[config.mk]
export PLATFORM = sky130hd
export DESIGN_NAME = alu_cmd_sequencer
export DESIGN_NICKNAME = d
export VERILOG_FILES = /design/src/rtl/alu_pkg.sv /design/src/rtl/alu_res_fifo.sv /design/src/rtl/alu_cmd_sequencer.sv
export SDC_FILE = /design/constraint.sdc
export NUM_CORES = 1
export LEC_CHECK = 0
export BUFFER_PORTS_ARGS = -buffer_cell sky130_fd_sc_hd__buf_2
export CAP_MARGIN = 30
export CORE_MARGIN = 8
export CORE_UTILIZATION = 39
export CTS_CLUSTER_DIAMETER = 50
export DETAILED_ROUTE_END_ITERATION = 7
export PLACE_DENSITY = 0.55
export SYNTH_ARGS = -nofsm -noshare
export SYNTH_HDL_FRONTEND = slang
export SYNTH_SLANG_ARGS = --single-unit
[constraint.sdc]
create_clock -name clk -period 5.4 [get_ports clk]
set_input_delay 1.08 -clock clk [delete_from_list [all_inputs] [get_ports clk]]
set_output_delay 1.08 -clock clk [all_outputs]
set_load 0.01 [all_outputs]
[src/rtl/alu_pkg.sv]
`default_nettype none
// ============================================================================
//  Module   : alu_pkg
//  Purpose  : Shared opcodes, FSM state encoding and result-entry layout for
//             the ALU command sequencer and its result FIFO.
//  Revision : 1.0  initial release
// ============================================================================
package alu_pkg;

    // Opcodes implemented by the downstream combinational ALU
    localparam logic [2:0] OP_XOR = 3'b001;
    localparam logic [2:0] OP_ADD = 3'b010;
    localparam logic [2:0] OP_AND = 3'b011;
    localparam logic [2:0] OP_SUB = 3'b100;

    // Result entry: 4b data + 3b opcode + 4 flag bits
    localparam int RES_W = 11;

    typedef enum logic [0:0] {
        ST_IDLE = 1'b0,
        ST_WAIT = 1'b1
    } state_e;

    typedef struct packed {
        logic [3:0] data;
        logic [2:0] code;
        logic       carry;
        logic       sign;
        logic       zero;
        logic       err;
    } res_entry_t;

    function automatic logic op_legal(input logic [2:0] code);
        return (code == OP_XOR) || (code == OP_ADD) ||
               (code == OP_AND) || (code == OP_SUB);
    endfunction

endpackage
`default_nettype wire

[src/rtl/alu_res_fifo.sv]
`default_nettype none
// ============================================================================
//  Module   : alu_res_fifo
//  Purpose  : Show-ahead synchronous FIFO holding ALU result entries.
//  Ports    : clk, rst          clock, synchronous active-high reset
//             i_push, i_din     write strobe and entry (ignored when full)
//             i_pop             read strobe (ignored when empty)
//             o_dout            head entry, zero while empty
//             o_full, o_empty   occupancy flags from the internal count
//  Revision : 1.0  initial release
// ============================================================================
module alu_res_fifo #(
    parameter int DEPTH = 4,
    parameter int WIDTH = 11
) (
    input  logic             clk,
    input  logic             rst,
    input  logic             i_push,
    input  logic [WIDTH-1:0] i_din,
    input  logic             i_pop,
    output logic [WIDTH-1:0] o_dout,
    output logic             o_full,
    output logic             o_empty
);

    localparam int PW = $clog2(DEPTH);
    localparam int CW = PW + 1;

    logic [WIDTH-1:0] mem_q [DEPTH];
    logic [WIDTH-1:0] mem_d [DEPTH];
    logic [PW-1:0]    wr_ptr_q, wr_ptr_d;
    logic [PW-1:0]    rd_ptr_q, rd_ptr_d;
    logic [CW-1:0]    count_q,  count_d;
    logic             w_do_push;
    logic             w_do_pop;

    assign o_full  = (count_q == CW'(DEPTH));
    assign o_empty = (count_q == '0);

    // Head is gated to zero while empty so stale entries never show.
    assign o_dout  = o_empty ? '0 : mem_q[rd_ptr_q];

    always_comb begin
        w_do_push = i_push && !o_full;
        w_do_pop  = i_pop  && !o_empty;
        mem_d     = mem_q;
        if (w_do_push) begin
            mem_d[wr_ptr_q] = i_din;
        end
        // Pointers wrap naturally because DEPTH is a power of two
        wr_ptr_d = wr_ptr_q + PW'(w_do_push);
        rd_ptr_d = rd_ptr_q + PW'(w_do_pop);
        count_d  = count_q + CW'(w_do_push) - CW'(w_do_pop);
    end

    always_ff @(posedge clk) begin
        if (rst) begin
            mem_q    <= '{default: '0};
            wr_ptr_q <= '0;
            rd_ptr_q <= '0;
            count_q  <= '0;
        end else begin
            mem_q    <= mem_d;
            wr_ptr_q <= wr_ptr_d;
            rd_ptr_q <= rd_ptr_d;
            count_q  <= count_d;
        end
    end

endmodule
`default_nettype wire

[src/rtl/alu_cmd_sequencer.sv]
`default_nettype none
// ============================================================================
//  Module   : alu_cmd_sequencer
//  Purpose  : Accepts valid/ready ALU commands, drives the combinational ALU
//             from registers, samples its result one cycle later and queues
//             {data, code, flags, err} in a show-ahead result FIFO.
//  Ports    : clk, rst                     clock, synchronous active-high reset
//             cmd_valid/ready/code/a/b     command stream
//             alu_code/a/b                 registered ALU inputs
//             alu_out/carry/sign/zero      ALU outputs, sampled in WAIT
//             res_valid/ready/data/code/
//             res_carry/sign/zero/err      result stream (FIFO head)
//             op_count                     accepted-command counter, wraps
//  Revision : 1.0  initial release
// ============================================================================
module alu_cmd_sequencer
    import alu_pkg::*;
#(
    parameter int DEPTH = 4
) (
    input  logic       clk,
    input  logic       rst,
    input  logic       cmd_valid,
    output logic       cmd_ready,
    input  logic [2:0] cmd_code,
    input  logic [3:0] cmd_a,
    input  logic [3:0] cmd_b,
    output logic [2:0] alu_code,
    output logic [3:0] alu_a,
    output logic [3:0] alu_b,
    input  logic [3:0] alu_out,
    input  logic       alu_carry,
    input  logic       alu_sign,
    input  logic       alu_zero,
    output logic       res_valid,
    input  logic       res_ready,
    output logic [3:0] res_data,
    output logic [2:0] res_code,
    output logic       res_carry,
    output logic       res_sign,
    output logic       res_zero,
    output logic       res_err,
    output logic [7:0] op_count
);

    state_e     state_q,    state_d;
    logic [2:0] alu_code_q, alu_code_d;
    logic [3:0] alu_a_q,    alu_a_d;
    logic [3:0] alu_b_q,    alu_b_d;
    logic       err_q,      err_d;
    logic [2:0] err_code_q, err_code_d;
    logic [7:0] op_count_q, op_count_d;

    logic       w_push;
    res_entry_t w_push_entry;
    res_entry_t w_head;
    logic       w_fifo_full;
    logic       w_fifo_empty;
    logic       w_handshake;

    // Depends only on state and the registered full flag
    assign cmd_ready   = (state_q == ST_IDLE) && !w_fifo_full;
    assign w_handshake = cmd_valid && cmd_ready;

    always_comb begin
        state_d      = state_q;
        alu_code_d   = alu_code_q;
        alu_a_d      = alu_a_q;
        alu_b_d      = alu_b_q;
        err_d        = err_q;
        err_code_d   = err_code_q;
        op_count_d   = op_count_q;
        w_push       = 1'b0;
        w_push_entry = '0;

        case (state_q)
            ST_IDLE: begin
                if (w_handshake) begin
                    op_count_d = op_count_q + 8'd1;
                    state_d    = ST_WAIT;
                    if (op_legal(cmd_code)) begin
                        alu_code_d = cmd_code;
                        alu_a_d    = cmd_a;
                        alu_b_d    = cmd_b;
                        err_d      = 1'b0;
                    end else begin
                        // ALU inputs are left alone; only the bad code is kept
                        err_d      = 1'b1;
                        err_code_d = cmd_code;
                    end
                end
            end
            ST_WAIT: begin
                w_push  = 1'b1;
                state_d = ST_IDLE;
                if (err_q) begin
                    w_push_entry.code = err_code_q;
                    w_push_entry.err  = 1'b1;
                end else begin
                    w_push_entry.data  = alu_out;
                    w_push_entry.code  = alu_code_q;
                    w_push_entry.carry = alu_carry;
                    w_push_entry.sign  = alu_sign;
                    w_push_entry.zero  = alu_zero;
                end
            end
            default: state_d = ST_IDLE;
        endcase
    end

    always_ff @(posedge clk) begin
        if (rst) begin
            state_q    <= ST_IDLE;
            alu_code_q <= '0;
            alu_a_q    <= '0;
            alu_b_q    <= '0;
            err_q      <= 1'b0;
            err_code_q <= '0;
            op_count_q <= '0;
        end else begin
            state_q    <= state_d;
            alu_code_q <= alu_code_d;
            alu_a_q    <= alu_a_d;
            alu_b_q    <= alu_b_d;
            err_q      <= err_d;
            err_code_q <= err_code_d;
            op_count_q <= op_count_d;
        end
    end

    alu_res_fifo #(
        .DEPTH (DEPTH),
        .WIDTH (RES_W)
    ) u_fifo (
        .clk     (clk),
        .rst     (rst),
        .i_push  (w_push),
        .i_din   (w_push_entry),
        .i_pop   (res_ready),
        .o_dout  (w_head),
        .o_full  (w_fifo_full),
        .o_empty (w_fifo_empty)
    );

    assign alu_code  = alu_code_q;
    assign alu_a     = alu_a_q;
    assign alu_b     = alu_b_q;
    assign op_count  = op_count_q;

    assign res_valid = !w_fifo_empty;
    assign res_data  = w_head.data;
    assign res_code  = w_head.code;
    assign res_carry = w_head.carry;
    assign res_sign  = w_head.sign;
    assign res_zero  = w_head.zero;
    assign res_err   = w_head.err;

endmodule
`default_nettype wire

After elaboration in Yosys (flattened, before gate mapping)
Index checks and enable logic that the tools add are counted.
{"block": "classes", "muxes": 16, "add_sub_neg": 5, "n_reduce_logical": 14, "eq_ne": 5, "order_cmp": 3, "bitwise": 4}
{"cell": "$mux 11", "count": 5}
{"cell": "$bwmux 44", "count": 1}
{"cell": "$bmux 11 s2", "count": 1}
{"cell": "$demux 11 s2", "count": 1}
{"cell": "$add 8x1->8 const B", "count": 1}
{"cell": "$eq 3x2->1 const B", "count": 2}
{"cell": "$eq 3x3->1 const B", "count": 2}
{"cell": "$ge 3x3->1 const B", "count": 2}
{"cell": "$mux 3", "count": 2}
{"cell": "$not 2->3", "count": 2}
{"cell": "$reduce_and 3->1", "count": 2}
{"cell": "$logic_and 1x1->1", "count": 5}
{"cell": "$add 2x1->2", "count": 2}
{"cell": "$mux 1", "count": 4}
{"cell": "$mux 4", "count": 1}
{"cell": "$add 3x1->3", "count": 1}
{"cell": "$eq 3x1->1 const B", "count": 1}
{"cell": "$logic_not 3->1", "count": 1}
{"cell": "$logic_or 1x1->1", "count": 3}
{"cell": "$lt 3x1->1 const B", "count": 1}
{"cell": "$sub 3x1->3", "count": 1}
{"cell": "$logic_not 1->1", "count": 2}
{"cell": "$not 1->1", "count": 2}
{"cell": "$pmux 1 s2", "count": 1}
{"cell": "$reduce_and 2->1", "count": 1}
{"block": "totals", "out_inout_bits": 32, "inputBits": 22, "elab_cells": 61, "reg_bits": 75}

Longest topological paths before layout
{"block": "logic_depth", "depth_word": 6, "mapped_depth": 10, "mapped_depth_nobuf": 8}

By module
From an unflattened synthesis, not the netlist that was laid out.
{"block": "hier_totals", "cells_unflattened": 351, "hier_area_um2": 3681.0}
{"module": "alu_res_fifo", "n_inst": 1, "area_each_um2": 2499.9, "cells_each": 219, "seq_area_each_um2": 1021.0}
{"module": "alu_cmd_sequencer", "n_inst": 1, "area_each_um2": 1181.1, "cells_each": 132, "seq_area_each_um2": 480.5}

Least setup slack after synthesis
Ideal clock, no wire load.
{"block": "synth_timing", "path_type": "input to register", "from": "in res_ready", "to": "reg u_fifo.count_q[2]", "setup_time_ns": 0.128, "t_arrival_ns": 2.320, "path_buffers": 0, "path_slack_ns": 2.952, "required_ns": 5.272, "cell_stages": 8, "path_cell_list": "o31ai_1 > nand2b_1 > o21ai_0 > ha_1 > fa_1 > xnor2_1 > xnor2_1 > nor2_1"}
{"block": "synth_via", "elab_chain_cells": 2}
{"item": "start: declaration", "line": "alu_cmd_sequencer.sv:36", "rtl": "input logic res_ready,"}
{"item": "$logic_and 1x1->1", "line": "alu_res_fifo.sv:45", "rtl": "w_do_pop = i_pop && !o_empty;"}
{"item": "$sub 3x1->3", "line": "alu_res_fifo.sv:53", "rtl": "count_d = count_q + CW'(w_do_push) - CW'(w_do_pop);"}
{"item": "end signal: assignment", "line": "alu_res_fifo.sv:66", "rtl": "count_q <= count_d;"}
{"item": "end: declaration", "line": "alu_res_fifo.sv:33", "rtl": "logic [CW-1:0] count_q, count_d;"}
Every way passes these cells.
A chain may end at the register's enable or synchronous reset.

Worst setup path in the final report
{"block": "layout_timing", "from": "reg u_fifo.rd_ptr_q[1]", "to": "out res_code[0]"}
{"block": "layout_via", "elab_chain_cells": 5}
{"item": "start: declaration", "line": "alu_res_fifo.sv:32", "rtl": "logic [PW-1:0] rd_ptr_q, rd_ptr_d;"}
{"item": "start signal: assignment", "line": "alu_res_fifo.sv:65", "rtl": "rd_ptr_q <= rd_ptr_d;"}
{"item": "$not 2->3 (not written as such)", "line": "alu_res_fifo.sv:41", "rtl": "assign o_dout = o_empty ? '0 : mem_q[rd_ptr_q];"}
{"item": "$bmux 11 s2", "line": "alu_res_fifo.sv:41"}
{"item": "$mux 11 (not written as such) (2 in a row)", "line": "alu_res_fifo.sv:41"}
{"item": "$mux 11", "line": "alu_res_fifo.sv:41"}
{"item": "end: declaration", "line": "alu_cmd_sequencer.sv:38", "rtl": "output logic [2:0] res_code,"}
Every way passes these cells. The select of a mux whose other input is x is not followed.

==> impl_metrics.ini <==
[power_and_ir_drop]
pwr-share-comb_pct = 25.5
netSwitchingPower_uw = 519
pwr-share-seq_pct = 43.2
vdd_drop_max_uv = 173
pwr-share-clk_pct = 31.3
switching_share_pct = 34.0
p_per_area_nw_per_um2 = 367
power.internal_mw = 1.01
p_leak_nw = 1.54

[cells_and_area]
antenna_cells = 0
seqCellArea_sq_um = 1500
multi_input_area_sq_um = 1960
utilization_pct = 45.4
layout-drive-gt1-share_pct = 21.6
final_nets = 456
nFillCells = 942
syn_to_final_growth_pct = 13.9

[clock_network]
numClockSinks = 75
cts-root-buf = clkbuf_8
clk_pin_slew_ns = 0.08
ctsResizeCount = 0
cts-htree-levels = 3
cts_hold_buffers = 0
cts_buffers = 9
cts_buffer_depth = 2
post_cts_buffers = 0
clk_latency_ns = 0.34
tritoncts = done

[synth]
synthTopCellsByArea = dfxtp_1, mux4_2, a21oi_1, o21ai_0, nand3_1
syn_nets = 426
synth.distinct_cells = 41
synthTopCellsByCount = dfxtp_1, a21oi_1, o21ai_0, nand3_1, nand2b_1
ys_ff_latch = 75
synthFlopType = dfxtp_1
syn_inst = 400
ys_seq_area_share_pct = 41.2
synth_top_area_share_pct = 41.2
synth.most_common_cell = dfxtp_1
synthArstFlopShare_pct = 0
yosys_warnings = 0
synth_edf_count = 0
yosysTopAreaCell = dfxtp_1
syn_area_per_cell_sq_um = 9.12
syn_area_sq_um = 3650

[global_routing]
antenna_found_initial = 0
grt_usage_pct = 15.0
grt_pass1_wl_mm = 15.6
grt_max_degree = 59
grt_pass1_vias = 3140
grt.overflow.total = 0

[sta]
max_freq_mhz = 319
finalCritPeriodShare_pct = 58.0
tightest_slew_ns = 0.923
maxSlewHeadroom_pct = 38.2
fin_skew_ns = 0.0108
hold_ws_ns = 0.472
tns_ns = 0
slew_violations = 0
rsz0062_at_grt = no
fin_crit_ns = 3.13
hold_viol = 0
finalSetupViolations = 0

[floorplanning]
num_io_pins = 54
std_cell_rows = 35
chipWidth_microns = 113
die_area_sq_um = 12700
initial_core_util_pct = 39.9
die_y_microns = 113
coreArea_sq_um = 9150

[routing]
route.detailed.drc = 0
drtIter0Drc = 163
routed-wl-met2_mm = 4.25
drt_first_pass_iters = 4
ant_nets = 0
topRoutingLayerUsed = met4
routed_wl_mm = 9.16
routed-via-count = 3076
vias_per_cell = 5.63
wl_per_cell_microns = 16.8
route.met3.wl_microns = 586
met1_length_mm = 4.23

[job]
drv_cap = 0

[place]
portBuffers = 53
place.gp.congestion = 0.735
dp_hpwl_mm = 5.79

[worst_setup_path]
r2r_cells = 8
critPathMaxFanout = 12
start_kind = register
cp.required_ns = 4.32
crit_path_end_kind = output pin
critical_path_class = register to output pin
critPathArrivalTime_ns = 2.05

[status]
status = finished, final reports clean

[min_path]
min_path_cells = 2
hp-class = register to register
power groups by stage:
stage | Sequential [mW] | Clock (mW) | Combinational, mW
3_5_place_dp | 0.672 | 0 | 0.389
5_1_grt | 0.669 | 0.512 | 0.429
6_report | 0.659 | 0.478 | 0.389
2_1_floorplan | 0.638 | 0 | 0.310
3_3_place_gp | 0.668 | 0 | 0.386
4_1_cts | 0.660 | 0.492 | 0.391
cells in the final DEF, fill, tap and decap left out, drive strengths merged, types with 7 or more instances in the layout:
master,count
clkbuf,12
nor2b,19
nand4,19
mux2i,13
nand3,34
nor2,10
a21oi,49
mux2,7
o21ai,49
nand2b,26
buf,59
dfxtp,75
mux4,11
and3b,9
worst paths after layout:
path	from	to	slack, ns
worst max-delay path	u_fifo.rd_ptr_q[1]$_SDFF_PP0_	res_code[0]	2.27
worst min-delay path	alu_a[3]$_SDFFE_PP0P_	alu_a[3]$_SDFFE_PP0P_	0.47
worst max register to register	u_fifo.count_q[2]$_SDFF_PP0_	u_fifo.count_q[2]$_SDFF_PP0_	2.96
worst min register to register	alu_a[3]$_SDFFE_PP0P_	alu_a[3]$_SDFFE_PP0P_	0.47
metal layers:
metal	global-route usage, %	vias up
met3	4.47	9
met1	18.8	1471
li1	-	1507
met2	24.1	89
met4	4.68	0
met5	0	-
worst max-delay path: stages (launching register included):
cell     delay, ns
dfxtp_1       0.83
mux4_2        0.59
nor2b_1       0.14
buf_2         0.14
final cells by class:
class | count | share of cell area [%]
clock buffers | 12 | 3.49
clock inverters | 4 | 1.78
multi-input cells | 282 | 47.2
well taps | 111 | 3.34
repair buffers | 59 | 7.77
inverters | 3 | 0.271
flip-flops and latches | 75 | 36.1
through the flow:
| stage | area [sq um] | std cells | setup slack (ns) | power (mW) |
|---|---|---|---|---|
| floorplan | 3650 | 400 | 2.95 | 0.948 |
| detailed placement | 3940 | 530 | 2.63 | 1.06 |
| global route | 4160 | 546 | 2.12 | 1.61 |
| finish | 4160 | 546 | 2.27 | 1.53 |
| global placement | 3920 | 529 | 2.62 | 1.05 |
| CTS | 4160 | 546 | 2.21 | 1.54 |
sequential cells by signal, indices dropped and copies added, names as in the netlist:
register	flops
u_fifo.wr_ptr_q	2
u_fifo.rd_ptr_q	2
err_code_q	3
err_q	1
alu_a	4
alu_b	4
u_fifo.mem_q	44
alu_code	3
state_q	1
op_count	8
u_fifo.count_q	3
logic make-up after synthesis:
family	Yosys count	synth area share (%)
xor+xnor	5	1.20
buf+inv	43	5.35
mux	31	12.5
flops	75	41.2
fa+ha+maj	4	1.58
simple gates	137	23.2
compound gates	105	15.0
No activity file was read; power rests on OpenSTA's default activity.
